File: src/rtl/branch_predictor_core.sv
// Branch predictor core: 16-entry table of 2-bit saturating counters, one prediction in flight.
// Optional build macro PREDICTOR_STATS_EN adds saturating resolve/mispredict statistics outputs.
module branch_predictor_core (
  input  logic        clock,
  input  logic        reset_n,
  input  logic        pred_req,
  input  logic [10:0] pred_addr,
  input  logic [13:0] latched_branch,
  input  logic [10:0] latched_branch_addr,
  input  logic [10:0] latched_jump_addr,
  input  logic [15:0] latched_W,
  input  logic        latched_CY,
  input  logic        latched_exec_done,
  output logic        pred_valid,
  output logic        pred_taken,
  output logic        pred_busy,
  output logic        mispredict,
  output logic [10:0] redirect_addr
`ifdef PREDICTOR_STATS_EN
  ,
  output logic [15:0] stat_branches,
  output logic [15:0] stat_mispredicts
`endif
);

  localparam logic [0:0] IDLE    = 1'b0;
  localparam logic [0:0] PENDING = 1'b1;

  logic [0:0]       state_q, state_d;
  logic [15:0][1:0] counters_q, counters_d;
  logic [3:0]       stored_idx_q;
  logic             stored_pred_q;

  logic        pred_fire;
  logic        resolve;
  logic        outcome;
  logic        wrong;
  logic [1:0]  branch_class;
  logic [1:0]  cnt_cur;
  logic [1:0]  cnt_next;
  logic [3:0]  pred_idx;
  logic [10:0] fallthrough_addr;
  logic [10:0] correct_addr;

  // Only the class field and the low index bits matter to the predictor.
  logic unused_bits;
  assign unused_bits = ^{latched_branch[11:0], pred_addr[10:4]};

  assign pred_idx     = pred_addr[3:0];
  assign branch_class = latched_branch[13:12];
  assign pred_fire    = (state_q == IDLE) && pred_req;
  assign resolve      = (state_q == PENDING) && latched_exec_done;
  assign pred_busy    = (state_q == PENDING);

  always_comb begin
    outcome = 1'b0;
    case (branch_class)
      2'b00:   outcome = 1'b0;
      2'b01:   outcome = 1'b1;
      2'b10:   outcome = latched_CY;
      2'b11:   outcome = (latched_W == 16'h0000);
      default: outcome = 1'b0;
    endcase
  end

  assign wrong            = resolve && (outcome != stored_pred_q);
  assign fallthrough_addr = latched_branch_addr + 11'd1;
  assign correct_addr     = outcome ? latched_jump_addr : fallthrough_addr;

  always_comb begin
    state_d = state_q;
    case (state_q)
      IDLE:    if (pred_req) state_d = PENDING;
      PENDING: if (latched_exec_done) state_d = IDLE;
      default: state_d = IDLE;
    endcase
  end

  // Update always targets the index captured at prediction time.
  always_comb begin
    cnt_cur = counters_q[stored_idx_q];
    if (outcome) begin
      cnt_next = (cnt_cur == 2'b11) ? 2'b11 : cnt_cur + 2'b01;
    end else begin
      cnt_next = (cnt_cur == 2'b00) ? 2'b00 : cnt_cur - 2'b01;
    end
  end

  always_comb begin
    counters_d = counters_q;
    if (resolve && (branch_class != 2'b00)) begin
      counters_d[stored_idx_q] = cnt_next;
    end
  end

  always_ff @(posedge clock or negedge reset_n) begin
    if (!reset_n) begin
      state_q       <= IDLE;
      counters_q    <= {16{2'b01}};
      stored_idx_q  <= 4'd0;
      stored_pred_q <= 1'b0;
      pred_valid    <= 1'b0;
      pred_taken    <= 1'b0;
      mispredict    <= 1'b0;
      redirect_addr <= 11'd0;
    end else begin
      state_q    <= state_d;
      counters_q <= counters_d;
      pred_valid <= pred_fire;
      mispredict <= wrong;
      if (pred_fire) begin
        stored_idx_q  <= pred_idx;
        stored_pred_q <= counters_q[pred_idx][1];
        pred_taken    <= counters_q[pred_idx][1];
      end
      if (wrong) begin
        redirect_addr <= correct_addr;
      end
    end
  end

`ifdef PREDICTOR_STATS_EN
  always_ff @(posedge clock or negedge reset_n) begin
    if (!reset_n) begin
      stat_branches    <= 16'd0;
      stat_mispredicts <= 16'd0;
    end else begin
      if (resolve && (stat_branches != 16'hFFFF)) begin
        stat_branches <= stat_branches + 16'd1;
      end
      if (wrong && (stat_mispredicts != 16'hFFFF)) begin
        stat_mispredicts <= stat_mispredicts + 16'd1;
      end
    end
  end
`endif

endmodule

File: config.mk
export PLATFORM = sky130hd
export DESIGN_NAME = branch_predictor_core
export DESIGN_NICKNAME = d
export VERILOG_FILES = /design/src/rtl/branch_predictor_core.sv
export SDC_FILE = /design/constraint.sdc
export NUM_CORES = 1
export LEC_CHECK = 0
export CORE_ASPECT_RATIO = 0.7
export CORE_MARGIN = 5
export CORE_UTILIZATION = 40
export CTS_CLUSTER_SIZE = 25
export DETAILED_ROUTE_END_ITERATION = 7
export PLACE_DENSITY = 0.74
export RECOVER_POWER = 50
export SLEW_MARGIN = 20
export SYNTH_ARGS = -nofsm -noshare
export SYNTH_HDL_FRONTEND = slang
export SYNTH_SLANG_ARGS = --single-unit
File: constraint.sdc
create_clock -name clock -period 4.3 [get_ports clock]
set_input_delay 0.86 -clock clock [delete_from_list [all_inputs] [get_ports clock]]
set_output_delay 0.86 -clock clock [all_outputs]
set_load 0.005 [all_outputs]
-- Yosys cells after proc, flatten, opt, wreduce, memory -nomap -nowiden
Cells that the tools add are included.
W data, S select, Z words.
- bitwise logic cells: 1
- add/sub/neg operators: 3
- reduce and logical (&&, ||, !) cells: 9
- order comparisons: 3
- eq/ne operators: 5
- mux-type cells: 15
- operators by type and width (cell ; count):
    $bwmux W32 ; 1
    $bmux W2 S4 ; 2
    $logic_not A16 Y1 ; 1
    $mux W2 ; 6
    $add A11 B1 Y11 const B ; 1
    $mux W11 ; 1
    $lt A4 B5 Y1 const B ; 2
    $demux W2 S4 ; 1
    $eq A2 B2 Y1 const B ; 3
    $logic_and A1 B1 Y1 ; 5
    $ge A4 B1 Y1 const B ; 1
    $logic_not A2 Y1 ; 2
    $pmux W1 S4 ; 1
    $add A2 B1 Y2 const B ; 1
    $eq A2 B1 Y1 const B ; 1
    $mux W1 ; 2
    $pmux W1 S2 ; 1
    $reduce_bool A2 Y1 ; 1
    $sub A2 B1 Y2 const B ; 1
    $ne A1 B1 Y1 ; 1
    $not A1 Y1 ; 1
- word-level logic and storage cells: 58
- register bits: 51

-- Depth between registers and ports, before layout
- depth in word-level cells: 6
- mapped depth: 8
- depth with buffers taken out: 6

-- Worst setup path after synthesis
OpenSTA, ideal clock, no wires.
- kind: input to register
- start: input latched_W[5]
- end: register counters_q[1] (netlist bit)
- stages on the path: 8
- library setup time: 0.125 ns
- path slack: 1.874 ns
- arrival: 2.301 ns
- cells stage by stage: nor4_1 > a41o_1 > buf_2 > and2_1 > clkbuf_1 > maj3_2 > buf_6 > mux2_2
- cells in the longest elaborated chain, start to end: 4
- RTL lines (element ; line ; RTL):
    start, declared ; 11 ; input logic [15:0] latched_W,
    $logic_not A16 Y1 ; 61 ; 2'b11: outcome = (latched_W == 16'h0000);
    $pmux W1 S4 ; 57 ; case (branch_class)
    $mux W2 ; 82 ; if (outcome) begin
    $bwmux W32 ; 92 ; counters_d[stored_idx_q] = cnt_next;
    end signal, assigned ; 99 ; counters_q <= {16{2'b01}};
    end signal, assigned ; 108 ; counters_q <= counters_d;
    end, declared ; 30 ; logic [15:0][1:0] counters_q, counters_d;
No other way between the ends.
A chain may end at the register's enable or synchronous reset.

==> impl_metrics.toml <==
[status]
status = "finished with violations"
violations = "capacitance limit, slew limit"

[logic_synthesis]
synth_async_sr_flop_share_pct = 100
yosysUniqueCellTypes = 40
synth-main-ff-cell = "dfrtp_1"
ys_warn_count = 0
avgSynthCellArea_um2 = 11.6
synth-seq-area-share_pct = 44.3
postSynthCellCount = 253
ys_ff_latch = 51
synth_edf_count = 0
netlist_area_mm2 = 0.00292
yosysTopAreaCell = "dfrtp_1"
syn_nets = 322
synth_top_area_share_pct = 30.0
synth_area_leaders = "dfrtp_1 (30%), dfstp_2 (14%), mux2_2 (14%), mux4_2 (10%), o22ai_1 (2.4%)"

[global_routing]
grt_pass1_wl_um = 11400
grt_usage_pct = 15.2
grt_pass1_vias = 2254
gr-total-overflow = 0
grt_max_degree = 34
antenna_found_initial = 0

[floorplanning]
dieArea_mm2 = 0.00915
start_util_pct = 40.5
ios = 83
rows = 26
die_x_um = 112
core-area_mm2 = 0.00722
die_h_um = 81.5

[worst_setup_path]
path_depth = 2
reg2reg_to = "counters_q[11]$_DFFE_PN0P_"
path_max_fanout = 33
worstSetupStartpoint = "reset_n"
path_buf_inv = 2
worst_path_dominant_cell_family = "buffers and inverters"
critPathSlowestCell = "clkbuf_1"
r2r_slack_ps = 1610
r2r_start = "stored_idx_q[0]$_DFFE_PN0P_"
required_ps = 4400
slowest_delay_ps = 1290
r2r_cells = 5
start_kind = "input pin"
arrival_ps = 2880
cp-end-kind = "asynchronous set/reset pin"
cp_common_cell = "clkbuf_1"
path_class = "input pin to asynchronous set/reset pin"
crit_path_cell_trace = "clkbuf_1 -> clkbuf_1"

[power_and_ir_drop]
p_switching_mw = 0.457
p_per_area_mw_per_mm2 = 417
switching_share_pct = 29.7
p_seq_share_pct = 49.6
vdd_drop_max_mv = 0.170
p_leak_nw = 1.43
p_int_mw = 1.08
combPwrFrac_pct = 31.2
clockPowerShare_pct = 19.2

[worst_hold_path]
min_from = "counters_q[3]$_DFFE_PN0P_"
hold_depth = 1
holdCritPathClass = "flip-flop to flip-flop"
hold_path_end = "counters_q[3]$_DFFE_PN0P_"

[sta]
tightestPinTransition_ps = 1690
period_share_pct = 64.7
hold_viol = 0
period_needed_ps = 2780
report.final.slew_viol_count = 34
setup_viol = 0
fin_tns_setup_ps = 0
slew_headroom_pct = -12.9
rsz0062_at_grt = "no"
setup_ws_ps = 1520
skew_ps = 3.89
fmax_mhz = 359

[detailed_routing]
drt-total-wl_um = 6950
vias = 2280
first_pass_iters = 5
drtAntennaViolNets = 0
drc = 0
first_iter_violations = 115
routedWlPerCell_um = 17.1
vias_per_cell = 5.62

[clocking]
htreeDepth = 2
clk_pin_slew_ps = 90
cts_buffers = 5
worstSkewPairLatency_ps = 290
clk_path_buf_depth = 2
hold_buffers = 0
clockRootBuffer = "clkbuf_8"
clock-sinks = 51
cts_resized = 0
postCtsSetupBuffers = 0
cts_tree = "yes"

[finish]
insertedDiodeCount = 0
syn_to_final_growth_pct = 26.1
layout_commonest_cell = "clkdlybuf4s50_1"
drive_above_1_share_pct = 24.7
num-nets-final = 376
final_cell_mix = "clkdlybuf4s50_1 (57), mux2_2 (36), dfrtp_1 (35)"

[placement]
place.gp.congestion = 0.832
pre_cts_ws_ps = 1340
io_buffers = 63
hpwl_um = 5340

[job]
max_cap_viol_count = 1
[worst max-delay path by stage]
| stage | endpoint |
|---|---|
| floorplan | counters_q[1]$_DFFE_PN0P_ |
| global placement | redirect_addr[6]$_DFFE_PN0P_ |
| detailed placement | redirect_addr[2]$_DFFE_PN0P_ |
| CTS | counters_q[11]$_DFFE_PN0P_ |
| global route | counters_q[29]$_DFFE_PN0P_ |
| finish | counters_q[27]$_DFFE_PN0P_ |
[kinds of logic (layout without fill, tap and decap cells)]
kind of cell	Yosys count	in the layout	share of synthesized area (%)
compound gates	40	40	9.46
xor+xnor	9	9	2.70
fa+ha+maj	3	3	1.20
buf+inv	22	77	3.77
flops	51	51	44.3
mux	49	49	23.9
simple gates	79	79	14.7
[flip-flops by register name, summed over array words and instances (netlist names)]
name and count:
counters_q 32, redirect_addr 11, stored_idx_q 4, mispredict 1
pred_busy 1, pred_taken 1, pred_valid 1
[area by class of cell]
type / count / area, um^2
multi-input combinational: 180 / 1520
clock buffer: 8 / 100
sequential: 51 / 1300
fill: 656 / 3530
timing repair buffer: 65 / 636
inverter: 4 / 15.0
tap: 98 / 123
[worst register-to-register path, stage by stage, from the launching register on]
cell and delay, ps:
dfrtp_1 880, mux4_2 630, a22oi_2 180, nand3_1 120, maj3_2 450, mux2_2 320
[power groups by stage]
stage	Combinational [mW]	Clock, mW	Sequential (mW)
finish	0.480	0.296	0.762
global route	0.522	0.324	0.785
CTS	0.487	0.304	0.764
detailed placement	0.485	0	0.773
global placement	0.476	0	0.765
floorplan	0.360	0	0.710
[routing by layer]
layer  share of wire [%]  up-vias  routed length (um)  global-route usage (%)
met3                 7.5        2                 518                    3.83
met4                0.50        0                  35                    2.52
met2                  44       69                3080                    21.6
met1                  48     1134                3320                    23.5
li1                    -     1075                   -                       -
met5                   0        -                   0                       0
[metrics by stage]
step	utilization [%]	area, um^2	hold WS [ps]	total power [mW]	instances
6_report	51.1	3690	537	1.54	406
5_1_grt	51.1	3690	550	1.63	406
4_1_cts	51.1	3690	490	1.56	406
3_3_place_gp	49.7	3590	507	1.24	398
3_5_place_dp	49.7	3590	520	1.26	398
2_1_floorplan	-	2920	491	1.07	253
[Yosys cell counts (all sizes together), types with 2 or more instances]
master and count:
nand3b 2, o22ai 11, nor3 5, nand2b 3, mux4 13, dfstp 16
nor2 16, buf 8, nor2b 3, dfrtp 35, a21o 2, inv 4
nand3 11, nand2 15, xnor2 5, and2 2, clkbuf 10, nor4 5
nand4b 7, a21oi 9, xor2 4, a211oi 2, maj3 2, o221ai 5
o21ai 2, o32ai 4, mux2 36, o31ai 2, and4 2, nand4 4
or3 2
Power figures use the tool's default switching activity.
